<file path="config.mk">
export PLATFORM = sky130hd
export DESIGN_NAME = exe_div_unit
export DESIGN_NICKNAME = d
export VERILOG_FILES = /design/src/rtl/exe_div_unit.sv
export SDC_FILE = /design/constraint.sdc
export NUM_CORES = 1
export LEC_CHECK = 0
export CAP_MARGIN = 20
export CORE_MARGIN = 5
export CORE_UTILIZATION = 45
export DETAILED_ROUTE_END_ITERATION = 8
export GPL_ROUTABILITY_DRIVEN = 0
export PLACE_DENSITY = 0.67
export SYNTH_ARGS = -nofsm -noshare
export SYNTH_HDL_FRONTEND = slang
export SYNTH_SLANG_ARGS = --single-unit
</file>
<file path="constraint.sdc">
create_clock -name clk -period 11.2 [get_ports clk]
set_input_delay 3.36 -clock clk [delete_from_list [all_inputs] [get_ports clk]]
set_output_delay 3.36 -clock clk [all_outputs]
set_load 0.01 [all_outputs]
</file>
<file path="src/rtl/exe_div_unit.sv">
// exe_div_unit: iterative radix-2 restoring divider for the EXE stage.
// Executes DIV (signed) and DIVU (unsigned). HI receives the remainder and
// LO the quotient. The EXE stage is held through stall_req while iterating.
// Optional feature macro: DIV_EARLY_TERM_EN. When defined, an operation whose
// dividend magnitude is below a non-zero divisor magnitude finishes at once.
module exe_div_unit (
    input  logic        clk,
    input  logic        rst,
    input  logic        flush,
    input  logic        start,
    input  logic        is_signed,
    input  logic [31:0] dividend,
    input  logic [31:0] divisor,
    output logic        stall_req,
    output logic        done,
    output logic [31:0] div_hi,
    output logic [31:0] div_lo
);

    typedef enum logic [1:0] {
        S_IDLE,
        S_CALC,
        S_DONE
    } state_t;

    state_t      state_q, state_d;
    logic [5:0]  cnt_q, cnt_d;
    logic [31:0] rem_q, rem_d;
    logic [31:0] quo_q, quo_d;
    logic [31:0] dvs_q, dvs_d;
    logic        negq_q, negq_d;
    logic        negr_q, negr_d;
    logic [31:0] hi_q, hi_d;
    logic [31:0] lo_q, lo_d;
    logic        done_q, done_d;

    // Magnitude of an operand; raw value for unsigned operations.
    function automatic logic [31:0] abs32(input logic [31:0] v, input logic sgn);
        return (sgn && v[31]) ? (~v + 32'd1) : v;
    endfunction

    // Two's-complement negation when the result sign is negative.
    function automatic logic [31:0] apply_sign(input logic [31:0] v, input logic neg);
        return neg ? (~v + 32'd1) : v;
    endfunction

    logic [31:0] dvd_mag, dvs_mag;
    logic        sgn_q, sgn_r;
    logic [32:0] shifted;
    logic [32:0] trial;
    logic        no_borrow;
    logic [31:0] rem_step, quo_step;

    assign dvd_mag = abs32(dividend, is_signed);
    assign dvs_mag = abs32(divisor, is_signed);
    // Quotient is negative when operand signs differ; remainder follows dividend.
    assign sgn_q   = is_signed & (dividend[31] ^ divisor[31]);
    assign sgn_r   = is_signed & dividend[31];

    // One restoring step: shift {rem, quo} left, trial-subtract the divisor.
    // The shifted remainder can reach 33 bits; when its top bit is set the
    // subtraction always succeeds and the low 32 bits of the difference are exact.
    assign shifted   = {rem_q, quo_q[31]};
    assign trial     = {1'b0, shifted[31:0]} - {1'b0, dvs_q};
    assign no_borrow = shifted[32] | ~trial[32];
    assign rem_step  = no_borrow ? trial[31:0] : shifted[31:0];
    assign quo_step  = {quo_q[30:0], no_borrow};

    assign stall_req = ((state_q == S_IDLE) && start && !flush) || (state_q == S_CALC);
    assign done      = done_q;
    assign div_hi    = hi_q;
    assign div_lo    = lo_q;

    // Next-state, iteration datapath and result write-back selection.
    always_comb begin
        state_d = state_q;
        cnt_d   = cnt_q;
        rem_d   = rem_q;
        quo_d   = quo_q;
        dvs_d   = dvs_q;
        negq_d  = negq_q;
        negr_d  = negr_q;
        hi_d    = hi_q;
        lo_d    = lo_q;
        done_d  = 1'b0;
        if (flush) begin
            state_d = S_IDLE;
            cnt_d   = 6'd0;
        end else begin
            case (state_q)
                S_IDLE: begin
                    if (start) begin
                        rem_d   = 32'd0;
                        quo_d   = dvd_mag;
                        dvs_d   = dvs_mag;
                        negq_d  = sgn_q;
                        negr_d  = sgn_r;
                        cnt_d   = 6'd0;
                        state_d = S_CALC;
`ifdef DIV_EARLY_TERM_EN
                        if ((dvs_mag != 32'd0) && (dvd_mag < dvs_mag)) begin
                            state_d = S_DONE;
                            hi_d    = apply_sign(dvd_mag, sgn_r);
                            lo_d    = 32'd0;
                            done_d  = 1'b1;
                        end
`endif
                    end
                end
                S_CALC: begin
                    rem_d = rem_step;
                    quo_d = quo_step;
                    cnt_d = cnt_q + 6'd1;
                    if (cnt_q == 6'd31) begin
                        state_d = S_DONE;
                        hi_d    = apply_sign(rem_step, negr_q);
                        lo_d    = apply_sign(quo_step, negq_q);
                        done_d  = 1'b1;
                    end
                end
                S_DONE: begin
                    state_d = S_IDLE;
                end
                default: begin
                    state_d = S_IDLE;
                end
            endcase
        end
    end

    // Control state and architectural results, cleared by reset.
    always_ff @(posedge clk) begin
        if (rst) begin
            state_q <= S_IDLE;
            cnt_q   <= 6'd0;
            hi_q    <= 32'd0;
            lo_q    <= 32'd0;
            done_q  <= 1'b0;
        end else begin
            state_q <= state_d;
            cnt_q   <= cnt_d;
            hi_q    <= hi_d;
            lo_q    <= lo_d;
            done_q  <= done_d;
        end
    end

    // Working registers; always reloaded on accept, so no reset is needed.
    always_ff @(posedge clk) begin
        rem_q  <= rem_d;
        quo_q  <= quo_d;
        dvs_q  <= dvs_d;
        negq_q <= negq_d;
        negr_q <= negr_d;
    end

endmodule
</file>
==> results.tsv <==
metric	value	unit
top_reg_cell synth	edfxtp_1	
Worst Path Buf+Inv	2	
ys async rst share	0	
Data required, critical path	7.84	ns
leakage	4.74	nW
multi-input logic area	0.00658	mm2
largest stage delay on the critical path	0.57	ns
sequential share of the synthesized area	0.386	
DR vias	10300	
RSZ-0062 raised after global routing	false	
VDD IR max	93.8	uV
Ant. Diodes	0	
antenna violations before repair	2	
Crit path depth	3	
final wirelength	31.4	mm
nets	1541	
Yosys warning count	0	
fin crit share	0.721	
Worst Hold Path Cells	2	
min cycle time layout	8.08	ns
CTS H-tree depth	4	
main area contributors after synthesis	edfxtp_1 26%, dfxtp_1 13%, xor2_1 6.4%	
Top delay family on crit path	buffers and inverters	
R2R depth	20	
Initial Util	0.456	
post-synth cell types	79	
Via density	5.78	
crit path DAT	4.72	ns
clock-pin slew on the worst setup and hold paths	0.07	ns
top cell type's share of synthesized area	0.258	
largest net degree at the start of global routing	95	
Power Dens Cells	123	mW/mm2
FP Rows	58	
hold-fix buffers at CTS	0	
Mapped Avg Cell Area	8.53	um2
grt total ovfl	0	
kind of critical path	in2out	
Crit-path slowest cell	clkdlybuf4s50_1	
Die ar.	0.0286	mm2
DRC viols	0	
Highest Signal Layer	met5	
Die Y	169	um
chip width	169	um
share of cells above drive strength 1	0.0470	
first-pass GRT wire length	50.3	mm
most common cell in the netlist	nor2_1	
critical path's most frequent cell	clkdlybuf4s50_1	
Starting DRT DRC Count	838	
synthesis-to-finish area growth	18.9	%
Fin. Hold Viols	0	
max_slew headroom	0.330	
Setup crit start kind	input pin	
Hold Crit Class	reg2reg	
most area-hungry cell type in the Yosys netlist	edfxtp_1	
port buffer count	134	
Resized cells post-CTS	0	
Fin Clk Skew	0.0118	ns
clk sinks	171	
# IOs	135	
crit path max fanout	6	
Core Util, Final	0.542	
Pre-antenna DRT Iters	5	
#FFs+latches synth	171	
CTS tree	done	
syn_nets	1444	
cts bufs inserted	17	
met2 wire length	14.2	mm
endpoints failing setup	0	
Worst-Skew Late Latency	0.44	ns
Max Buffers Root-to-Sink	2	
crit-path cells	clkdlybuf4s50_1 > o21ai_0 > clkdlybuf4s50_1	
Fin Setup TNS	0	ns
Tot GR Track Use	0.216	
ANT nets after route	0	
Commonest cells post-synth	155 x nor2_1, 153 x nand2_1, 100 x a21oi_1, 98 x edfxtp_1, 98 x o21ai_0	
post-DR wirelength/cell	17.7	um
outcome	completed	
setup bufs post-CTS	0	
fmax	124	MHz
core area	0.0250	mm2
Netlist Area Pre-Place	0.0114	mm2
metal3 WL	2.08	mm
Crit. End Element	output pin	
cell count after synthesis	1337	
root buf cell	clkbuf_16	
DRT met1 WL	14.5	mm
Filler cells	2341	
total of max-cap violations	0	
HPWL after DPL	23.3	mm
register area	0.00440	mm2
vias in the first global route	9683	
Max Slew Vio Count	0	
Post-synth EDFFs	98	
Slew @ Worst Pin	1.00	ns
==> cell type report <==
class	count	area share
tap	330	0.0305
clock inverter	12	0.00766
inverter	53	0.0147
timing repair buffer	143	0.104
clock buffer	20	0.0338
sequential	171	0.325
multi-input combinational	1048	0.485
==> state kept, by name, summed over array words and instances, names as in the netlist <==
name / cells
done: 1
dvs_q: 32
rem_q: 32
negr_q: 1
cnt_q: 6
negq_q: 1
div_lo: 32
state_q: 2
quo_q: 32
div_hi: 32
==> cell usage in the layout, fill, tap and decap left out, types with 12 or more instances in the layout <==
cell type	count
o21ai_0	98
nor3_1	30
and3_1	12
a21oi_1	100
a211oi_1	49
nand2_1	153
xor2_1	84
clkdlybuf4s50_1	133
o41ai_1	13
xnor2_1	53
or4_1	13
o31ai_1	21
nor2_1	152
dfxtp_1	73
a31oi_1	15
edfxtp_1	98
or3_1	14
mux2i_1	19
clkbuf_16	18
nor4_1	14
ha_1	37
o211ai_1	12
inv_1	50
nand3_1	23
==> routing by layer <==
metal	GRT usage	up-vias
li1	-	5051
met1	0.309	4827
met2	0.340	328
met3	0.0410	53
met4	0.0550	4
met5	0	-
==> worst reg2reg max path, stage by stage, from the launching register on <==
cell	delay [ns]
edfxtp_1	0.45
inv_1	0.07
ha_1	0.21
fa_1	0.39
nand2b_2	0.23
a211oi_4	0.35
o21ai_2	0.19
o31ai_4	0.45
a211oi_4	0.25
nor2_4	0.15
buf_4	0.46
inv_2	0.44
a21oi_1	0.50
ha_1	0.26
nand2_1	0.10
nor3_1	0.31
a32oi_2	0.27
nor4_1	0.72
a21oi_1	0.18
xnor2_1	0.18
a211oi_1	0.24
==> power by group <==
part / internal [mW] / switching [mW]
Sequential: 0.694 / 0.0227
Clock: 0.305 / 0.275
Combinational: 0.140 / 0.231
Total: 1.14 / 0.528
==> logic make-up after synthesis <==
| logic type | Yosys count | share of synthesized area |
|---|---|---|
| and+or+nand+nor | 473 | 0.193 |
| AOI/OAI and AO/OA | 380 | 0.216 |
| muxes | 20 | 0.0177 |
| buffers and inverters | 118 | 0.0398 |
| adders and majority gates | 38 | 0.0423 |
| xor gates and xnor gates | 137 | 0.105 |
| DFF | 171 | 0.386 |
==> stage by stage <==
step / setup WS (ns) / instances / instance area (um2) / power (mW) / hold slack (ns)
detailed placement: 3.13 / 1745 / 13000 / 1.10 / 0.446
finish: 3.12 / 1777 / 13600 / 1.67 / 0.452
floorplan: 4.14 / 1337 / 11400 / 0.985 / 0.476
global placement: 3.14 / 1745 / 13000 / 1.09 / 0.439
CTS: 3.11 / 1777 / 13600 / 1.67 / 0.454
global route: 3.07 / 1777 / 13600 / 1.75 / 0.489
==> final timing paths <==
path	endpoint	startpoint	slack [ns]
worst max-delay path	stall_req	flush	3.12
worst min-delay path	div_hi[17]	div_hi[17]	0.45
worst min register to register	div_hi[17]	div_hi[17]	0.45
worst max register to register	div_hi[24]	quo_q[31]	4.72
(Power assumes the default switching activity.)
